**src/rtl/adc_capture.sv**
```systemverilog
// Triggered ADC frame capture: divided conversion clock, synchronised trigger edge,
// and one FRAME_LEN-sample burst into a downstream ping-pong buffer.
module adc_capture #(
    parameter int DATA_WIDTH = 12,
    parameter int FRAME_LEN  = 1024,
    parameter int DIV_WIDTH  = 8,
    localparam int ADDR_WIDTH = $clog2(FRAME_LEN)
) (
    input  logic                  clk,
    input  logic                  rst_n,
    input  logic [DIV_WIDTH-1:0]  div,
    input  logic [DATA_WIDTH-1:0] adc_data,
    input  logic                  signal_in,
    input  logic                  buf_free,
    output logic                  adc_clk,
    output logic                  ADC_OE,
    output logic                  wr_en,
    output logic [ADDR_WIDTH-1:0] wr_addr,
    output logic [DATA_WIDTH-1:0] wr_data,
    output logic                  frame_done,
    output logic                  busy,
    output logic [7:0]            trig_miss
);

    typedef enum logic [1:0] {IDLE, ARMED, CAPTURE, DONE} state_t;

    state_t                state_q, state_d;
    logic [DIV_WIDTH-1:0]  cnt_q, cnt_d, div_q, div_d;
    logic                  adc_clk_q, adc_clk_d;
    logic                  sync1_q, sync1_d, sync2_q, sync2_d, edge_q, edge_d;
    logic [ADDR_WIDTH-1:0] sample_cnt_q, sample_cnt_d, wr_addr_q, wr_addr_d;
    logic [DATA_WIDTH-1:0] wr_data_q, wr_data_d;
    logic                  wr_en_q, wr_en_d;
    logic [7:0]            trig_miss_q, trig_miss_d;
    logic                  div_tick, fall_tick, trig, last_written;

    // >= rather than == so a smaller div loaded in IDLE cannot strand the counter above div_q
    assign div_tick     = (cnt_q >= div_q);
    assign fall_tick    = div_tick && adc_clk_q;
    assign trig         = sync2_q && !edge_q;
    assign last_written = wr_en_q && (wr_addr_q == ADDR_WIDTH'(FRAME_LEN - 1));

    always_ff @(posedge clk or negedge rst_n) begin
        if (!rst_n) begin
            state_q <= IDLE;
        end else begin
            state_q <= state_d;
        end
    end

    always_comb begin
        state_d = state_q;
        unique case (state_q)
            IDLE:    if (buf_free) state_d = ARMED;
            ARMED: begin
                if (trig)           state_d = CAPTURE;
                else if (!buf_free) state_d = IDLE;
            end
            CAPTURE: if (last_written) state_d = DONE;
            DONE:    state_d = IDLE;
            default: state_d = IDLE;
        endcase
    end

    always_comb begin
        busy       = (state_q == ARMED) || (state_q == CAPTURE);
        ADC_OE     = !busy;
        frame_done = (state_q == DONE);
    end

    always_comb begin
        cnt_d     = div_tick ? '0 : cnt_q + 1'b1;
        adc_clk_d = adc_clk_q ^ div_tick;
        div_d     = (state_q == IDLE) ? div : div_q;
        sync1_d   = signal_in;
        sync2_d   = sync1_q;
        edge_d    = sync2_q;

        trig_miss_d = trig_miss_q;
        if (state_q == IDLE && trig && !buf_free && trig_miss_q != 8'hFF)
            trig_miss_d = trig_miss_q + 1'b1;

        wr_en_d      = 1'b0;
        wr_addr_d    = wr_addr_q;
        wr_data_d    = wr_data_q;
        sample_cnt_d = '0;
        if (state_q == CAPTURE) begin
            sample_cnt_d = sample_cnt_q;
            if (fall_tick && !last_written) begin
                wr_en_d      = 1'b1;
                wr_addr_d    = sample_cnt_q;
                wr_data_d    = adc_data;
                sample_cnt_d = sample_cnt_q + 1'b1;
            end
        end
    end

    always_ff @(posedge clk or negedge rst_n) begin
        if (!rst_n) begin
            cnt_q        <= '0;
            div_q        <= '0;
            adc_clk_q    <= 1'b0;
            sync1_q      <= 1'b0;
            sync2_q      <= 1'b0;
            edge_q       <= 1'b0;
            trig_miss_q  <= '0;
            wr_en_q      <= 1'b0;
            wr_addr_q    <= '0;
            wr_data_q    <= '0;
            sample_cnt_q <= '0;
        end else begin
            cnt_q        <= cnt_d;
            div_q        <= div_d;
            adc_clk_q    <= adc_clk_d;
            sync1_q      <= sync1_d;
            sync2_q      <= sync2_d;
            edge_q       <= edge_d;
            trig_miss_q  <= trig_miss_d;
            wr_en_q      <= wr_en_d;
            wr_addr_q    <= wr_addr_d;
            wr_data_q    <= wr_data_d;
            sample_cnt_q <= sample_cnt_d;
        end
    end

    assign adc_clk   = adc_clk_q;
    assign wr_en     = wr_en_q;
    assign wr_addr   = wr_addr_q;
    assign wr_data   = wr_data_q;
    assign trig_miss = trig_miss_q;

endmodule

```
**config.mk**
```make
export PLATFORM = sky130hd
export DESIGN_NAME = adc_capture
export DESIGN_NICKNAME = d
export VERILOG_FILES = /design/src/rtl/adc_capture.sv
export SDC_FILE = /design/constraint.sdc
export NUM_CORES = 1
export LEC_CHECK = 0
export BUFFER_PORTS_ARGS = -buffer_cell sky130_fd_sc_hd__buf_2
export CORE_UTILIZATION = 49
export DETAILED_ROUTE_END_ITERATION = 6
export PLACE_DENSITY = 0.75
export SLEW_MARGIN = 20
export SYNTH_ARGS = -nofsm -noshare
export SYNTH_HDL_FRONTEND = slang
export SYNTH_SLANG_ARGS = --single-unit
```
**constraint.sdc**
```tcl
create_clock -name clk -period 2.8 [get_ports clk]
set_input_delay 0.7 -clock clk [delete_from_list [all_inputs] [get_ports clk]]
set_output_delay 0.7 -clock clk [all_outputs]
set_load 0.05 [all_outputs]
```
# Yosys cells after proc, flatten, opt, wreduce, memory -nomap -nowiden
# Index checks and enable logic that the tools add are counted.
dict set report classes {
  n_mux 10
  add_sub_neg 3
  eq_ne 9
  reduce_logical 15
  magnitude_cmp 1
  n_bitwise 1
}
# operator n
set op_table {}
lappend op_table {{$mux W10} 2}
lappend op_table {{$add A8 B1 Y8 const B} 2}
lappend op_table {{$add A10 B1 Y10 const B} 1}
lappend op_table {{$eq A10 B10 Y1 const B} 1}
lappend op_table {{$ge A8 B8 Y1} 1}
lappend op_table {{$mux W2} 4}
lappend op_table {{$mux W8} 1}
lappend op_table {{$ne A8 B8 Y1 const B} 1}
lappend op_table {{$pmux W2 S4} 1}
lappend op_table {{$logic_and A1 B1 Y1} 7}
lappend op_table {{$eq A2 B2 Y1 const B} 2}
lappend op_table {{$logic_not A1 Y1} 4}
lappend op_table {{$ne A2 B2 Y1 const B} 2}
lappend op_table {{$ne A3 B3 Y1 const B} 1}
lappend op_table {{$reduce_and A3 Y1} 1}
lappend op_table {{$eq A2 B1 Y1 const B} 1}
lappend op_table {{$logic_not A2 Y1} 1}
lappend op_table {{$mux W1} 2}
lappend op_table {{$ne A2 B1 Y1 const B} 1}
lappend op_table {{$reduce_and A2 Y1} 1}
lappend op_table {{$logic_or A1 B1 Y1} 1}
lappend op_table {{$xor A1 B1 Y1} 1}
dict set report word_totals {
  register_bits 63
  elab_cells 51
  out_inout_bits 35
}

# Longest topological paths before layout
dict set report logic_depth {
  ltp_word 6
  ltp_mapped 9
}

# Worst setup path before layout
# Ideal clock, no wire load.
dict set report synth_path {
  kind {register to register}
  start {reg cnt_q[5]}
  end {reg sample_cnt_q[9]}
  slack_ps 156
  synth_period_minus_slack_ps 2644
  stages_incl_launch_ff 9
  n_path_buf 0
  arrival_time_ps 2566
  cell_sequence {dfrtp_1 -> ha_1 -> and4_1 -> o21ai_0 -> o31ai_2 -> ha_1 -> o311ai_2 -> or4_1 -> a21oi_1}
}
dict set report synth_via {
  elab_chain_len 4
}
# element line
set synth_rtl {}
lappend synth_rtl {{from (decl)} 28} ;# logic [DIV_WIDTH-1:0] cnt_q, cnt_d, div_q, div_d;
lappend synth_rtl {{from (signal assigned)} 112} ;# cnt_q <= cnt_d;
lappend synth_rtl {{$ge A8 B8 Y1} 38} ;# assign div_tick = (cnt_q >= div_q);
lappend synth_rtl {{$logic_and A1 B1 Y1} 39} ;# assign fall_tick = div_tick && adc_clk_q;
lappend synth_rtl {{$logic_and A1 B1 Y1} 89} ;# if (fall_tick && !last_written) begin
lappend synth_rtl {{$ne A2 B1 Y1 (no line)} -}
lappend synth_rtl {{to (signal assigned)} 122} ;# sample_cnt_q <= sample_cnt_d;
lappend synth_rtl {{to (decl)} 31} ;# logic [ADDR_WIDTH-1:0] sample_cnt_q, sample_cnt_d, wr_addr_q, wr_addr_d;
# No other way between the ends.
# A chain may end at the register's enable or synchronous reset.

# Worst setup path in the final report
dict set report layout_path {
  start {reg cnt_q[0]}
  end {reg wr_addr_q[4] (netlist: wr_addr[4])}
}
dict set report layout_via {
  elab_chain_len 4
}
# element line
set layout_rtl {}
lappend layout_rtl {{$ge A8 B8 Y1} 38}
lappend layout_rtl {{$logic_and A1 B1 Y1} 39}
lappend layout_rtl {{$logic_and A1 B1 Y1} 89}
lappend layout_rtl {{$reduce_and A2 Y1 (no line)} -}
lappend layout_rtl {{to (signal assigned)} 120} ;# wr_addr_q <= wr_addr_d;
lappend layout_rtl {{to (decl)} 31}
# No other way between the ends.

==> Flow_metrics.wiki <==
{| class="wikitable"
! Metric !! Value
|-
| Overall die width || around 79 um
|-
| Antenna violations before repair || 0
|-
| Outcome || completed
|-
| Clock tree from TritonCTS || built
|-
| CP Capture Type || flip-flop
|-
| RR Startpoint || cnt_q[0]$_DFF_PN0_
|-
| Number of buffers on the longest clock path || 2
|-
| Number of buffers added to fix hold violations after cts || 0
|-
| Clock root buffer master || sky130_fd_sc_hd__clkbuf_8
|-
| Number of synthesized flops with an enable pin || 0
|-
| Global routing usage summed across all routing layers || 19.3%
|-
| Netlist cell types || 39
|-
| Number of max-cap violations || 0
|-
| Cell count after synthesis || between 200 and 250
|-
| Transition time of the tightest slew-check pin || roughly 0.69 ns
|-
| Number of global-route vias before repair || 1941
|-
| Worst EP required || about 3 ns
|-
| Endpoint of the worst register-to-register path || wr_addr[4]$_DFFE_PN0P_
|-
| Post-DRT Antenna Nets || 0
|-
| Critical Setup Path Class || reg2reg
|-
| Post-route worst hold slack || 0.354 ns
|-
| Cts bufs inserted || 9
|-
| Number of cells traversed by the worst register-to-register path || 8
|-
| Area of placed instances || ~0.0033 mm^2
|-
| Fraction of layout instances using a drive strength above 1 || 33.8%
|-
| Post-synthesis async set-or-reset flop share || 100%
|-
| CTS sink cnt || 63
|-
| Area taken by multi-input logic gates || 0.00125 mm^2
|-
| Cells taking the most area after synthesis || sky130_fd_sc_hd__dfrtp_1 54%, sky130_fd_sc_hd__mux2_2 9.3%, sky130_fd_sc_hd__ha_1 7.3%
|-
| Data arrival time at the worst-slack endpoint || 2.80 ns
|-
| Pin count of the biggest net entering global routing || 64
|-
| Min Clock Period, post-route || 2.58 ns
|-
| Detailed-router iteration count before antenna repair || 4
|-
| Post-route clock period utilization || 92.2%
|-
| Full die area || 0.00625 mm^2
|-
| Sum of negative setup slack || 0 ns
|-
| Fin Clk Skew || 0.0108 ns
|-
| Fraction of synthesized cell area taken by the top area cell type || 54.2%
|-
| Clock latency on the worst-skew pair || 0.34 ns
|-
| Cell Pwr Density || 1000 mW/mm^2
|-
| Number of register bits inferred by synthesis || 63
|-
| Via count of the routed design || 2094
|-
| Number of placed I/O pins || between 50 and 60
|-
| Routability Congestion || 0.800
|-
| Sequential cell area || 0.00158 mm^2
|-
| Grt total ovfl || 0
|-
| Area of the core || ~0.0056 mm^2
|-
| Pleak || approximately 0.0017 uW
|-
| Hold Path Depth || 0
|-
| Relative area change from synthesis to final layout || 19.8%
|-
| Most common cell after layout, fill and taps aside || sky130_fd_sc_hd__dfrtp_1
|-
| H-Tree Level Count || 3
|-
| Rows || 27
|-
| Die height || 79.1 um
|-
| Cell Area, Synth || 0.00291 mm^2
|-
| Via/cell ratio || 5.34
|-
| Final WL || 5470 um
|-
| Port-buffer cells || 58
|-
| Highest achievable clock rate || 387 MHz
|-
| DR DRC count || 0
|-
| Share of synthesized area occupied by flip-flops and latches || 54.2%
|-
| Worst Path Max Fanout || 23
|-
| Setup slack of the worst register-to-register path || approximately 0.22 ns
|-
| Final hold viol count || 0
|-
| Worst Min Path Start || sync1_q$_DFF_PN0_
|-
| Post-synth top area cell || sky130_fd_sc_hd__dfrtp_1
|-
| Buffer count from post-CTS setup fixing || 0
|-
| CP Launch Type || flip-flop
|-
| Primary flip-flop cell chosen by synthesis mapping || sky130_fd_sc_hd__dfrtp_1
|-
| Worst IR drop on VDD || roughly 0.0008 V
|-
| Post-synthesis average cell area || 11.8 um^2
|-
| DP Wirelength || 3930 um
|-
| Setup violation total in the final timing report || 0
|-
| Global-route wire length before repair || between 9000 and 10000 um
|-
| End of the worst hold path || edge_d$_DFF_PN0_
|-
| Unrepaired setup endpoints after global routing || false
|-
| Net count of the finished layout || 356
|-
| Initial cell density of the core || about half
|-
| Final count of pins violating max slew || 0
|-
| Worst-case headroom to the max-slew limit || 53.5%
|-
| Post-cts sizing count || 0
|-
| Routed wire per std cell || ~14 um
|-
| Clock slew at reported path FFs || approximately 0.070 ns
|-
| Hold Crit Class || reg2reg
|-
| Initial DRC Count || 90
|-
| Antenna diode count || 0
|-
| Most frequent cells in the layout || 63 x sky130_fd_sc_hd__dfrtp_1, 58 x sky130_fd_sc_hd__buf_2, 24 x sky130_fd_sc_hd__mux2_2
|-
| Filler cells || 475
|-
| Final instance area || roughly 0.0035 mm^2
|-
| Total number of yosys warnings || 0
|-
| Synthesized Nets || 288
|}
[area by class of cell]
| cell class | count | share of cell area, % |
|---|---|---|
| multi-input cells | 164 | 35.7 |
| flip-flops and latches | 63 | 45.2 |
| well taps | 72 | 2.58 |
| clock inverters | 6 | 1.76 |
| repair buffers | 61 | 9.33 |
| clock buffers | 10 | 3.66 |
| inverters | 16 | 1.72 |
[Yosys cell counts, types with 3 or more instances]
| cell | instances |
|---|---|
| sky130_fd_sc_hd__a21oi_1 | 9 |
| sky130_fd_sc_hd__inv_1 | 16 |
| sky130_fd_sc_hd__nor3_1 | 3 |
| sky130_fd_sc_hd__xnor2_1 | 6 |
| sky130_fd_sc_hd__dfrtp_1 | 63 |
| sky130_fd_sc_hd__or3_1 | 3 |
| sky130_fd_sc_hd__nor2_1 | 10 |
| sky130_fd_sc_hd__o31ai_1 | 3 |
| sky130_fd_sc_hd__nand4_1 | 5 |
| sky130_fd_sc_hd__mux2_2 | 24 |
| sky130_fd_sc_hd__xor2_1 | 8 |
| sky130_fd_sc_hd__ha_1 | 17 |
| sky130_fd_sc_hd__o31a_1 | 3 |
| sky130_fd_sc_hd__o21ai_0 | 16 |
| sky130_fd_sc_hd__nand2_1 | 18 |
| sky130_fd_sc_hd__nand2b_1 | 3 |
| sky130_fd_sc_hd__and3_1 | 4 |
| sky130_fd_sc_hd__nand3_1 | 10 |
[sequential cells by signal, indices dropped and copies added (netlist names), 8 cells and up, named ones only]
| register | flops |
|---|---|
| cnt_q | 8 |
| div_q | 8 |
| sample_cnt_q | 10 |
| trig_miss | 8 |
| wr_addr | 10 |
| wr_data | 12 |
[power by group]
| part | internal [uW] | leakage [uW] | total [uW] | switching [uW] |
|---|---|---|---|---|
| Sequential | 1150 | 0.000812 | 1300 | 155 |
| Combinational | 445 | 0.000816 | 1430 | 986 |
| Clock | 408 | 0.0000960 | 755 | 348 |
| Total | 2000 | 0.00172 | 3490 | 1490 |
[how the worst max path moves through the flow]
stage	startpoint	endpoint	depth (start not counted)
2_1_floorplan	cnt_q[5]$_DFF_PN0_	sample_cnt_q[9]$_DFFE_PN0P_	8
3_3_place_gp	cnt_q[0]$_DFF_PN0_	wr_data[5]$_DFFE_PN0P_	8
3_5_place_dp	cnt_q[0]$_DFF_PN0_	wr_data[11]$_DFFE_PN0P_	8
4_1_cts	cnt_q[0]$_DFF_PN0_	wr_data[11]$_DFFE_PN0P_	8
5_1_grt	cnt_q[5]$_DFF_PN0_	sample_cnt_q[8]$_DFFE_PN0P_	8
6_report	cnt_q[0]$_DFF_PN0_	wr_addr[4]$_DFFE_PN0P_	8
[through the flow]
stage                     util (%)  instances  setup slack [ns]  power, uW
after floorplan                  -        247             0.156       2380
after global placement        58.7        376             0.189       2700
after detailed placement      58.7        376            0.0631       2760
after CTS                     62.1        392            0.0433       3520
after global routing          62.2        392            0.0358       3710
final                         62.2        392             0.217       3490
[critical path: stages, from the launching register on]
cell,delay [ns]
sky130_fd_sc_hd__dfrtp_1,0.46
sky130_fd_sc_hd__inv_1,0.07
sky130_fd_sc_hd__ha_1,0.28
sky130_fd_sc_hd__nand2b_1,0.15
sky130_fd_sc_hd__a2111oi_1,0.49
sky130_fd_sc_hd__o31ai_2,0.14
sky130_fd_sc_hd__ha_2,0.23
sky130_fd_sc_hd__nand2_4,0.26
sky130_fd_sc_hd__mux2_2,0.38
[kinds of logic after synthesis]
group                      share of synthesized area (%)
AOI/OAI and AO/OA                                   8.04
xor gates and xnor gates                            4.21
adders and majority gates                           7.31
buffers and inverters                               3.14
DFF                                                 54.2
muxes                                               9.63
and+or+nand+nor                                     13.5
[per-layer routing]
metal | GRT usage (%) | routed length (um)
met5 | 0 | 0
met4 | 12.0 | 166
met3 | 4.71 | 270
met2 | 27.4 | 2390
met1 | 26.6 | 2640
No activity file was read; power rests on OpenSTA's default activity.
